## src/rtl/trg_link_pkg.sv

```systemverilog
// Shared constants, encodings and header selection for the GEM trigger link framer.
package trg_link_pkg;

    localparam logic [7:0]  K28_5     = 8'hBC;
    localparam logic [7:0]  K28_0     = 8'h1C;
    localparam logic [7:0]  K23_7     = 8'hF7;
    localparam logic [7:0]  K28_7     = 8'hFC;
    localparam logic [15:0] IDLE_WORD = 16'hBC50;
    localparam logic [1:0]  HDR_ISK   = 2'b10;
    localparam logic [1:0]  DATA_ISK  = 2'b00;

    localparam int FRAME_WORDS = 4;
    localparam int PAYLOAD_W   = 56;

    typedef enum logic [1:0] {
        LS_IDLE = 2'd0,
        LS_SYNC = 2'd1,
        LS_RUN  = 2'd2
    } link_state_e;

    // Resync outranks BC0, which outranks the per-link overflow marker.
    function automatic logic [7:0] frame_header(input logic resync, input logic bc0,
                                                input logic ovf, input logic ttc_en);
        logic [7:0] hdr;
        if (ttc_en && resync) begin
            hdr = K28_0;
        end else if (ttc_en && bc0) begin
            hdr = K23_7;
        end else if (ovf) begin
            hdr = K28_7;
        end else begin
            hdr = K28_5;
        end
        return hdr;
    endfunction

endpackage

```

## src/rtl/trg_link_framer_tmr_if.sv

```systemverilog
// Cluster-payload input and MGT TX word bundle between the packer and the framer.
interface trg_link_framer_tmr_if #(
    parameter int NUM_LINKS = 2
);
    import trg_link_pkg::*;

    logic [NUM_LINKS*PAYLOAD_W-1:0] gem_data;
    logic [NUM_LINKS-1:0]           overflow_i;
    logic                           bc0_i;
    logic                           resync_i;
    logic                           ready;
    logic [NUM_LINKS*16-1:0]        trg_tx_data;
    logic [NUM_LINKS*2-1:0]         trg_tx_isk;

    modport master (
        output gem_data, overflow_i, bc0_i, resync_i, ready,
        input  trg_tx_data, trg_tx_isk
    );

    modport slave (
        input  gem_data, overflow_i, bc0_i, resync_i, ready,
        output trg_tx_data, trg_tx_isk
    );

endinterface

```

## src/rtl/trg_link_framer_core.sv

```systemverilog
// One framer copy: phase counter, link FSM, sticky TTC flags and per-link 4-word framing.
module trg_link_framer_core
    import trg_link_pkg::*;
#(
    parameter int NUM_LINKS       = 2,
    parameter int ALLOW_TTC_CHARS = 1,
    parameter int SYNC_FRAMES     = 16
) (
    input  logic                           clk_160,
    input  logic                           reset,
    input  logic [NUM_LINKS*PAYLOAD_W-1:0] gem_data,
    input  logic [NUM_LINKS-1:0]           overflow_i,
    input  logic                           bc0_i,
    input  logic                           resync_i,
    input  logic                           ready,
    output logic [NUM_LINKS*16-1:0]        tx_data,
    output logic [NUM_LINKS*2-1:0]         tx_isk,
    output logic [1:0]                     link_state,
    output logic [1:0]                     frame_phase
);

    localparam int         HI_W       = PAYLOAD_W - 8;
    localparam logic [1:0] LAST_PHASE = 2'(FRAME_WORDS - 1);
    localparam logic [7:0] LAST_SYNC  = 8'(SYNC_FRAMES - 1);
    localparam logic       TTC_EN     = (ALLOW_TTC_CHARS != 0);

    link_state_e                 state_q, state_d;
    logic [1:0]                  phase_q, phase_d;
    logic [7:0]                  sync_cnt_q, sync_cnt_d;
    logic                        bc0_flag_q, bc0_flag_d;
    logic                        resync_flag_q, resync_flag_d;
    logic [NUM_LINKS*HI_W-1:0]   payload_q, payload_d;
    logic [NUM_LINKS*16-1:0]     tx_data_q, tx_data_d;
    logic [NUM_LINKS*2-1:0]      tx_isk_q, tx_isk_d;
    logic                        frame_end_s, bc0_now_s, resync_now_s;

    // Phase, link FSM, sticky flags and payload capture at the last word of each frame.
    always_comb begin
        frame_end_s   = (phase_q == LAST_PHASE);
        bc0_now_s     = bc0_flag_q | bc0_i;
        resync_now_s  = resync_flag_q | resync_i;
        phase_d       = phase_q + 2'd1;
        state_d       = state_q;
        sync_cnt_d    = sync_cnt_q;
        bc0_flag_d    = bc0_now_s;
        resync_flag_d = resync_now_s;
        payload_d     = payload_q;

        if (!ready) begin
            state_d    = LS_IDLE;
            sync_cnt_d = 8'd0;
        end else begin
            case (state_q)
                LS_IDLE: begin
                    if (frame_end_s) state_d = LS_SYNC;
                    else             state_d = LS_IDLE;
                end
                LS_SYNC: begin
                    if (frame_end_s && (sync_cnt_q == LAST_SYNC)) begin
                        state_d    = LS_RUN;
                        sync_cnt_d = 8'd0;
                    end else if (frame_end_s) begin
                        sync_cnt_d = sync_cnt_q + 8'd1;
                    end else begin
                        sync_cnt_d = sync_cnt_q;
                    end
                end
                LS_RUN:  state_d = LS_RUN;
                default: state_d = LS_IDLE;
            endcase
        end

        // Flags seen up to and including the sample cycle belong to the frame being sampled.
        if (frame_end_s) begin
            bc0_flag_d    = 1'b0;
            resync_flag_d = 1'b0;
            for (int k = 0; k < NUM_LINKS; k++) begin
                payload_d[k*HI_W +: HI_W] = gem_data[k*PAYLOAD_W+8 +: HI_W];
            end
        end else begin
            payload_d = payload_q;
        end
    end

    // Next TX word per link; word0 is built straight from the inputs being sampled.
    always_comb begin
        tx_data_d = {NUM_LINKS{IDLE_WORD}};
        tx_isk_d  = {NUM_LINKS{HDR_ISK}};
        for (int k = 0; k < NUM_LINKS; k++) begin
            if (state_d != LS_RUN) begin
                tx_data_d[k*16 +: 16] = IDLE_WORD;
                tx_isk_d[k*2 +: 2]    = HDR_ISK;
            end else begin
                case (phase_d)
                    2'd0: begin
                        tx_data_d[k*16 +: 16] = {frame_header(resync_now_s, bc0_now_s,
                                                              overflow_i[k], TTC_EN),
                                                 gem_data[k*PAYLOAD_W +: 8]};
                        tx_isk_d[k*2 +: 2]    = HDR_ISK;
                    end
                    2'd1: begin
                        tx_data_d[k*16 +: 16] = payload_q[k*HI_W +: 16];
                        tx_isk_d[k*2 +: 2]    = DATA_ISK;
                    end
                    2'd2: begin
                        tx_data_d[k*16 +: 16] = payload_q[k*HI_W+16 +: 16];
                        tx_isk_d[k*2 +: 2]    = DATA_ISK;
                    end
                    2'd3: begin
                        tx_data_d[k*16 +: 16] = payload_q[k*HI_W+32 +: 16];
                        tx_isk_d[k*2 +: 2]    = DATA_ISK;
                    end
                    default: begin
                        tx_data_d[k*16 +: 16] = IDLE_WORD;
                        tx_isk_d[k*2 +: 2]    = HDR_ISK;
                    end
                endcase
            end
        end
    end

    // State register.
    always_ff @(posedge clk_160) begin
        if (reset) begin
            phase_q       <= 2'd0;
            state_q       <= LS_IDLE;
            sync_cnt_q    <= 8'd0;
            bc0_flag_q    <= 1'b0;
            resync_flag_q <= 1'b0;
            payload_q     <= {(NUM_LINKS*HI_W){1'b0}};
            tx_data_q     <= {NUM_LINKS{IDLE_WORD}};
            tx_isk_q      <= {NUM_LINKS{HDR_ISK}};
        end else begin
            phase_q       <= phase_d;
            state_q       <= state_d;
            sync_cnt_q    <= sync_cnt_d;
            bc0_flag_q    <= bc0_flag_d;
            resync_flag_q <= resync_flag_d;
            payload_q     <= payload_d;
            tx_data_q     <= tx_data_d;
            tx_isk_q      <= tx_isk_d;
        end
    end

    assign tx_data     = tx_data_q;
    assign tx_isk      = tx_isk_q;
    assign link_state  = state_q;
    assign frame_phase = phase_q;

endmodule

```

## src/rtl/trg_link_framer_tmr.sv

```systemverilog
// Trigger link framer top: one or three framer cores, bitwise majority voter, disagreement counter.
module trg_link_framer_tmr
    import trg_link_pkg::*;
#(
    parameter int NUM_LINKS       = 2,
    parameter int TMR_EN          = 1,
    parameter int ALLOW_TTC_CHARS = 1,
    parameter int SYNC_FRAMES     = 16
) (
    input  logic                  clk_160,
    input  logic                  reset,
    trg_link_framer_tmr_if.slave  link_bus,
    output logic [1:0]            link_state,
    output logic [1:0]            frame_phase,
    output logic [15:0]           tmr_err_cnt
);

    localparam int DW     = NUM_LINKS * 16;
    localparam int KW     = NUM_LINKS * 2;
    localparam int VW     = DW + KW + 4;
    localparam int NCOPY  = (TMR_EN != 0) ? 3 : 1;

    logic [VW-1:0] copy_bus_s [NCOPY];
    logic [VW-1:0] voted_s;
    logic          disagree_s;
    logic [15:0]   tmr_err_cnt_q, tmr_err_cnt_d;

    for (genvar i = 0; i < NCOPY; i++) begin : g_copy
        logic [DW-1:0] copy_tx_data_s;
        logic [KW-1:0] copy_tx_isk_s;
        logic [1:0]    copy_state_s;
        logic [1:0]    copy_phase_s;

        trg_link_framer_core #(
            .NUM_LINKS       (NUM_LINKS),
            .ALLOW_TTC_CHARS (ALLOW_TTC_CHARS),
            .SYNC_FRAMES     (SYNC_FRAMES)
        ) u_core (
            .clk_160     (clk_160),
            .reset       (reset),
            .gem_data    (link_bus.gem_data),
            .overflow_i  (link_bus.overflow_i),
            .bc0_i       (link_bus.bc0_i),
            .resync_i    (link_bus.resync_i),
            .ready       (link_bus.ready),
            .tx_data     (copy_tx_data_s),
            .tx_isk      (copy_tx_isk_s),
            .link_state  (copy_state_s),
            .frame_phase (copy_phase_s)
        );

        assign copy_bus_s[i] = {copy_tx_data_s, copy_tx_isk_s, copy_state_s, copy_phase_s};
    end

    if (TMR_EN != 0) begin : g_vote
        // Bitwise 2-of-3 vote; any bit where the copies differ flags a disagreement.
        always_comb begin
            voted_s    = (copy_bus_s[0] & copy_bus_s[1]) |
                         (copy_bus_s[0] & copy_bus_s[2]) |
                         (copy_bus_s[1] & copy_bus_s[2]);
            disagree_s = |((copy_bus_s[0] ^ copy_bus_s[1]) | (copy_bus_s[0] ^ copy_bus_s[2]));
        end
    end else begin : g_single
        // Single copy passes straight through and can never disagree.
        always_comb begin
            voted_s    = copy_bus_s[0];
            disagree_s = 1'b0;
        end
    end

    // Saturating disagreement counter.
    always_comb begin
        tmr_err_cnt_d = tmr_err_cnt_q;
        if (disagree_s && (tmr_err_cnt_q != 16'hFFFF)) begin
            tmr_err_cnt_d = tmr_err_cnt_q + 16'd1;
        end else begin
            tmr_err_cnt_d = tmr_err_cnt_q;
        end
    end

    // Counter register, cleared only by reset.
    always_ff @(posedge clk_160) begin
        if (reset) begin
            tmr_err_cnt_q <= 16'd0;
        end else begin
            tmr_err_cnt_q <= tmr_err_cnt_d;
        end
    end

    assign link_bus.trg_tx_data = voted_s[VW-1 -: DW];
    assign link_bus.trg_tx_isk  = voted_s[KW+3 -: KW];
    assign link_state           = voted_s[3:2];
    assign frame_phase          = voted_s[1:0];
    assign tmr_err_cnt          = tmr_err_cnt_q;

endmodule

```

## src/flat_wrapper.sv

```systemverilog
// flat-port wrapper written by rule: the top's interface ports become plain ports
module trg_link_framer_tmr_flat import trg_link_pkg::*;
#(
    parameter int NUM_LINKS       = 2,
    parameter int TMR_EN          = 1,
    parameter int ALLOW_TTC_CHARS = 1,
    parameter int SYNC_FRAMES     = 16
)
  (clk_160, reset, link_state, frame_phase, tmr_err_cnt, link_bus_gem_data, link_bus_overflow_i, link_bus_bc0_i, link_bus_resync_i, link_bus_ready, link_bus_trg_tx_data, link_bus_trg_tx_isk);
  trg_link_framer_tmr_if #(.NUM_LINKS(NUM_LINKS)) link_bus_i ();
  input  logic clk_160;
  input  logic reset;
  output logic [1:0] link_state;
  output logic [1:0] frame_phase;
  output logic [15:0] tmr_err_cnt;
  input wire logic [$bits(link_bus_i.gem_data)-1:0] link_bus_gem_data;
  input wire logic [$bits(link_bus_i.overflow_i)-1:0] link_bus_overflow_i;
  input wire logic [$bits(link_bus_i.bc0_i)-1:0] link_bus_bc0_i;
  input wire logic [$bits(link_bus_i.resync_i)-1:0] link_bus_resync_i;
  input wire logic [$bits(link_bus_i.ready)-1:0] link_bus_ready;
  output wire logic [$bits(link_bus_i.trg_tx_data)-1:0] link_bus_trg_tx_data;
  output wire logic [$bits(link_bus_i.trg_tx_isk)-1:0] link_bus_trg_tx_isk;
  assign link_bus_i.gem_data = link_bus_gem_data;
  assign link_bus_i.overflow_i = link_bus_overflow_i;
  assign link_bus_i.bc0_i = link_bus_bc0_i;
  assign link_bus_i.resync_i = link_bus_resync_i;
  assign link_bus_i.ready = link_bus_ready;
  assign link_bus_trg_tx_data = link_bus_i.trg_tx_data;
  assign link_bus_trg_tx_isk = link_bus_i.trg_tx_isk;
  trg_link_framer_tmr #(.NUM_LINKS(NUM_LINKS), .TMR_EN(TMR_EN), .ALLOW_TTC_CHARS(ALLOW_TTC_CHARS), .SYNC_FRAMES(SYNC_FRAMES)) u_core (.clk_160(clk_160), .reset(reset), .link_bus(link_bus_i), .link_state(link_state), .frame_phase(frame_phase), .tmr_err_cnt(tmr_err_cnt));
endmodule
```

## config.mk

```make
export PLATFORM = sky130hd
export DESIGN_NAME = trg_link_framer_tmr_flat
export DESIGN_NICKNAME = d
export VERILOG_FILES = /design/src/rtl/trg_link_pkg.sv /design/src/rtl/trg_link_framer_tmr_if.sv /design/src/rtl/trg_link_framer_core.sv /design/src/rtl/trg_link_framer_tmr.sv /design/src/flat_wrapper.sv
export SDC_FILE = /design/constraint.sdc
export NUM_CORES = 1
export LEC_CHECK = 0
export CORE_MARGIN = 8
export CORE_UTILIZATION = 46
export DETAILED_ROUTE_END_ITERATION = 8
export PLACE_DENSITY = 0.63
export SYNTH_ARGS = -nofsm -noshare
export SYNTH_HDL_FRONTEND = slang
export SYNTH_SLANG_ARGS = --single-unit
```

## constraint.sdc

```tcl
create_clock -name clk_160 -period 4.1 [get_ports clk_160]
set_input_delay 0.82 -clock clk_160 [delete_from_list [all_inputs] [get_ports clk_160]]
set_output_delay 0.82 -clock clk_160 [all_outputs]
set_load 0.005 [all_outputs]
```

* Word level (Yosys, flattened, before mapping)
Cells that the tools add are included.
Word-level totals: register bits after elaboration 454, output and inout bits 56
Cells by class: bitwise logic cells 15, $add $sub $neg 7, equal/unequal tests 25, reduce and logical (&&, ||, !) cells 27, multiplexer cells 44
Operator list (number):
- 16-bit one-hot mux with 4 select lines | 6
- 40-bit bitwise AND | 3
- 40-bit bitwise OR | 3
- 8-bit two-way mux | 14
- 40-bit XOR | 2
- 7-bit two-way mux | 6
- 40-bit OR reduction | 1
- 8-bit by 1-bit adder with 8-bit output (second input constant) | 3
- 2-bit == test (second input constant) | 12
- 8-bit by 4-bit == test with 1-bit output (second input constant) | 3
- 2-bit two-way mux | 9
- 2-bit one-hot mux with 3 select lines | 3
- 16-bit by 1-bit adder with 16-bit output (second input constant) | 1
- 16-bit inequality test (second input constant) | 1
- 2-bit OR reduction | 7
- 2-bit by 1-bit == test with 1-bit output (second input constant) | 6
- 2-bit logical NOT | 6
- 2-bit one-hot mux with 2 select lines | 3
- 3-bit OR reduction | 3
- 2-bit by 1-bit adder with 2-bit output (second input constant) | 3
- 2-bit inequality test (second input constant) | 3
- 1-bit bitwise OR | 6
- 2-bit AND reduction | 3
- 2-bit nonzero test | 3
- 3 further kinds | 8

* Longest topological paths before layout
depth after elaboration 7, depth in mapped cells 8

* By module
Synthesis repeated with hierarchy kept, for this count alone.
Unflattened totals: cells, all modules 1910, area total of the unflattened synthesis 19148.4 µm²
Modules (own cells, without submodules):
- trg_link_framer_core (u_core.g_copy[1].u_core ...) | cells an instance 554, times used 2, area each 5564.1 µm²
- trg_link_framer_core (u_core.g_copy[0].u_core) | cells an instance 556, times used 1, area each 5590.4 µm²
- trg_link_framer_tmr | cells an instance 246, times used 1, area each 2429.8 µm²

* Worst setup path after synthesis
OpenSTA, ideal clock, no wires.
path type register to register, start register u_core.g_copy[0].u_core.phase_q[0], end register u_core.tmr_err_cnt_q[11] (netlist: u_core.tmr_err_cnt[11]), stages on the path, launching flop included 9, arrival 1.909 ns, required time 3.977 ns, setup slack 2.067 ns, setup time 0.123 ns, path through dfxtp_1 > ha_1 > nor4_1 > nand4_1 > nor3_1 > and2_1 > buf_2 > nor4_1 > mux2_1
Between the ends: longest elaborated chain between the ends 4, elaborated cells on any way between the ends 5, classes of those cells bitwise: 3; reduce/logical: 2
Ends and longest elaborated chain:
- start: declaration | line trg_link_framer_core.sv:28 | logic [1:0] phase_q, phase_d;
- start signal: assignment | line trg_link_framer_core.sv:134 | phase_q <= phase_d;
- 40-bit XOR | line trg_link_framer_tmr.sv:61 | disagree_s = |((copy_bus_s[0] ^ copy_bus_s[1]) | (copy_bus_s[0] ^ copy_bus_s[2]));
- 40-bit bitwise OR (*) | line trg_link_framer_tmr.sv:61
- 40-bit OR reduction (*) | line trg_link_framer_tmr.sv:61
- 1-bit logical AND (*) | line trg_link_framer_tmr.sv:74 | if (disagree_s && (tmr_err_cnt_q != 16'hFFFF)) begin
- end signal: assignment | line trg_link_framer_tmr.sv:86 | tmr_err_cnt_q <= tmr_err_cnt_d;
- end: declaration | line trg_link_framer_tmr.sv:26 | logic [15:0] tmr_err_cnt_q, tmr_err_cnt_d;
Every way passes the cells marked *; elsewhere a longest branch is shown, timed or not. A chain may end at the register's enable or synchronous reset.

* Final worst setup path
start register u_core.g_copy[2].u_core.tx_data_q[17], end register u_core.tmr_err_cnt_q[6] (netlist: u_core.tmr_err_cnt[6])
Between the ends: longest elaborated chain between the ends 4
Ends and longest elaborated chain:
- start: declaration | line trg_link_framer_core.sv:33 | logic [NUM_LINKS*16-1:0] tx_data_q, tx_data_d;
- start signal: assignment | line trg_link_framer_core.sv:131 | tx_data_q <= {NUM_LINKS{IDLE_WORD}};
- start signal: assignment | line trg_link_framer_core.sv:140 | tx_data_q <= tx_data_d;
- 40-bit XOR | line trg_link_framer_tmr.sv:61
- 40-bit bitwise OR | line trg_link_framer_tmr.sv:61
- 40-bit OR reduction | line trg_link_framer_tmr.sv:61
- 1-bit logical AND | line trg_link_framer_tmr.sv:74
No other way between the ends.

==> results.sh <==
export IMPL_crit_path_end="u_core.tmr_err_cnt[6]"
export IMPL_r2r_start="u_core.g_copy[2].u_core.tx_data[17]"
export IMPL_finClkSkew_ns=0.0159
export IMPL_clock_path_buffers=3
export IMPL_power_frac_seq_pct=46.3
export IMPL_hold_buffers=0
export IMPL_row_count=73
export IMPL_grt_max_degree=189
export IMPL_synth_simple_area_share_pct=14.8
export IMPL_synthMuxAreaShare_pct=16.4
export IMPL_drc=0
export IMPL_hold_violations=0
export IMPL_antenna_cells=0
export IMPL_path_clk_slew_ns=0.06
export IMPL_cp_data_required_time_ns=4.54
export IMPL_cp_max_fo=20
export IMPL_max_slew_margin_rel_pct=23.3
export IMPL_grt_first_pass_wirelength_um=86200
export IMPL_grt_remaining_overflow=0
export IMPL_synth_top_family_by_area="multiplexers"
export IMPL_wl_um=56600
export IMPL_cp_startpoint="u_core.g_copy[2].u_core.tx_data[17]"
export IMPL_synth_edff_count=0
export IMPL_synthesis_area_per_instance_sq_um=9.62
export IMPL_yosysSeqAreaShare_pct=48.2
export IMPL_layout_drive_gt1_share_pct=5.65
export IMPL_drv_cap=0
export IMPL_p_per_area_nw_per_um2=439
export IMPL_comb_power_share_pct=9.3
export IMPL_post_cts_resized=0
export IMPL_swShare_pct=24.1
export IMPL_dp_cells=2515
export IMPL_cts_sinks=445
export IMPL_htreeDepth=2
export IMPL_cts_made_buffers=47
export IMPL_yosysMostFrequentCell="dfxtp_1"
export IMPL_fin_crit_ns=2.94
export IMPL_synth_compound_area_share_pct=10.4
export IMPL_setup_viol=0
export IMPL_reg2reg_to="u_core.tmr_err_cnt[6]"
export IMPL_crit_path_end_kind="flop"
export IMPL_dieArea_sq_um=46900
export IMPL_area_growth_pct=20.1
export IMPL_status="completed"
export IMPL_yosysTopAreaCell="dfxtp_1"
export IMPL_grt_pass1_vias=14430
export IMPL_power_leakage_uw=0.00836
export IMPL_ys_types=44
export IMPL_synth_top_area_share_pct=48.2
export IMPL_synth_fa_ha_area_share_pct=6.29
export IMPL_max_freq_ghz=0.340
export IMPL_syn_area_sq_um=18500
export IMPL_p_switching_uw=2340
export IMPL_pin_count=175
export IMPL_drtIter0Drc=1478
export IMPL_synthArstFlopShare_pct=0
export IMPL_track_usage_pct=23.3
export IMPL_synth_warnings=0
export IMPL_cp_arrival_ns=3.39
export IMPL_path_class="reg2reg"
export IMPL_ys_ff_latch=445
export IMPL_start_util_pct=46.5
export IMPL_p_clk_share_pct=44.4
export IMPL_clock_root_buffer="clkbuf_16"
export IMPL_dr_pass1_iters=9
export IMPL_cts_tree="done"
export IMPL_rr_worst_depth=7
export IMPL_routedWlPerCell_um=21.8
export IMPL_start_kind="flop"
export IMPL_finalSetupTns_ns=0
export IMPL_via_count=14746
export IMPL_syn_instance_count=1921
export IMPL_p_int_uw=7400
export IMPL_dieWidth_um=216
export IMPL_clkLatencyLatePin_ns=0.56
export IMPL_synth_xor_area_share_pct=0.805
export IMPL_hp_class="reg2reg"
export IMPL_synthFlopType="dfxtp_1"
export IMPL_nets=2251
export IMPL_yosys_top_cells_count="dfxtp_1, nor2_1, mux2i_1"
export IMPL_routed_via_density=5.68
export IMPL_place_congestion=0.865
export IMPL_antenna_found_initial=0
export IMPL_stdcell_count=2595
export IMPL_synthTopCellsByArea="dfxtp_1, mux2i_1, nor2_1"
export IMPL_r2r_setup_slack_ns=1.16
export IMPL_postRouteAntennaNets=0
export IMPL_rsz0062_at_grt="false"
export IMPL_core_sq_um=39700
export IMPL_period_share_pct=71.7
export IMPL_post_cts_buffers=0
export IMPL_die_y_um=216
export IMPL_drv_slew=0
export IMPL_dp_hpwl_um=38500
export IMPL_numPortBuffers=172
export IMPL_ir_drop_uv=264
export IMPL_tightest_slew_ns=1.15
## cell type report
cell class	instances	area, sq um
multi-input combinational	1334	9070
tap	525	657
inverter	17	63.8
fill	3533	17500
sequential	445	8910
clock inverter	15	208
clock buffer	65	1360
timing repair buffer	194	1930
## critical path: stages (launching register included)
cell,delay [ns]
dfxtp_1,0.31
ha_1,0.29
nor4_1,0.51
nand4_1,0.35
nor3_1,0.30
and2_1,0.58
nor4_1,0.16
mux2_1,0.33
## power by group through the flow
| stage | registers [uW] | logic, uW | clock network (uW) |
|---|---|---|---|
| after floorplan | 4580 | 500 | 0 |
| after global placement | 4600 | 889 | 0 |
| after detailed placement | 4600 | 900 | 0 |
| after CTS | 4510 | 903 | 4390 |
| after global routing | 4520 | 969 | 4570 |
| final | 4510 | 906 | 4330 |
## kinds of logic after synthesis
group,after synthesis
other cells,1
mux,300
flops,445
xor+xnor,17
simple gates,650
compound gates,272
fa+ha+maj,93
buf+inv,143
## worst min path at each step
stage | slack (ns) | end | from | depth (start not counted)
after floorplan | 0.45 | u_core.g_copy[2].u_core.tx_data[28] | u_core.g_copy[2].u_core.payload_q[76] | 2
after global placement | 0.47 | u_core.g_copy[1].u_core.sync_cnt_q[7] | u_core.g_copy[1].u_core.sync_cnt_q[7] | 2
after detailed placement | 0.48 | u_core.g_copy[2].u_core.payload_q[73] | u_core.g_copy[2].u_core.payload_q[73] | 2
after CTS | 0.49 | u_core.g_copy[0].u_core.sync_cnt_q[7] | u_core.g_copy[0].u_core.sync_cnt_q[7] | 2
after global routing | 0.51 | u_core.g_copy[2].u_core.payload_q[73] | u_core.g_copy[2].u_core.payload_q[73] | 2
final | 0.49 | u_core.g_copy[0].u_core.sync_cnt_q[7] | u_core.g_copy[0].u_core.sync_cnt_q[7] | 2
## layer usage
layer  up-vias  part of all wire [%]  track usage [%]
li1       7010                     -                -
met1      7182                    44             30.7
met2       465                    47             39.1
met3        89                   5.9             3.50
met4         0                   2.7             7.03
met5         -                     0                0
## flip-flops by register name (all words and copies together) (netlist names)
signal / cells
u_core.g_copy.u_core.resync_flag_q: 3
u_core.g_copy.u_core.link_state: 6
u_core.tmr_err_cnt: 16
u_core.g_copy.u_core.payload_q: 288
u_core.g_copy.u_core.bc0_flag_q: 3
u_core.g_copy.u_core.tx_isk: 3
u_core.g_copy.u_core.sync_cnt_q: 24
u_core.g_copy.u_core.frame_phase: 6
u_core.g_copy.u_core.tx_data: 96
## metrics by stage
stage          hold WS, ns  instance area [sq um]  setup WS [ns]  util [%]  power [uW]
2_1_floorplan        0.446                  18500           2.07         -        5080
3_3_place_gp         0.471                  20600           1.19      51.9        5490
3_5_place_dp         0.481                  20600           1.17      51.9        5500
4_1_cts              0.495                  22200           1.16      55.9        9800
5_1_grt              0.512                  22200          0.887      55.9       10100
6_report             0.492                  22200           1.16      55.9        9740
## cells in the final DEF (no fill, tap or decap), types with 4 or more instances in the layout
cell type,n
mux2_1,5
clkbuf_8,7
o21ai_0,28
and3_1,7
a21oi_1,95
ha_1,88
nand3_1,11
a22oi_1,30
xor2_1,14
clkdlybuf4s50_1,171
nor2b_1,16
nand4_1,9
a222oi_1,66
nor3_1,9
inv_1,14
mux2_4,4
mux2i_1,291
buf_4,19
a211o_1,35
dfxtp_1,445
bufinv_16,5
nand2_1,124
and2_1,4
nor2_1,412
or3_1,14
clkbuf_16,49
nor4_1,26
clkbuf_1,9
clkinv_2,7
and4_1,4
a211oi_1,11
Power figures use the tool's default switching activity.
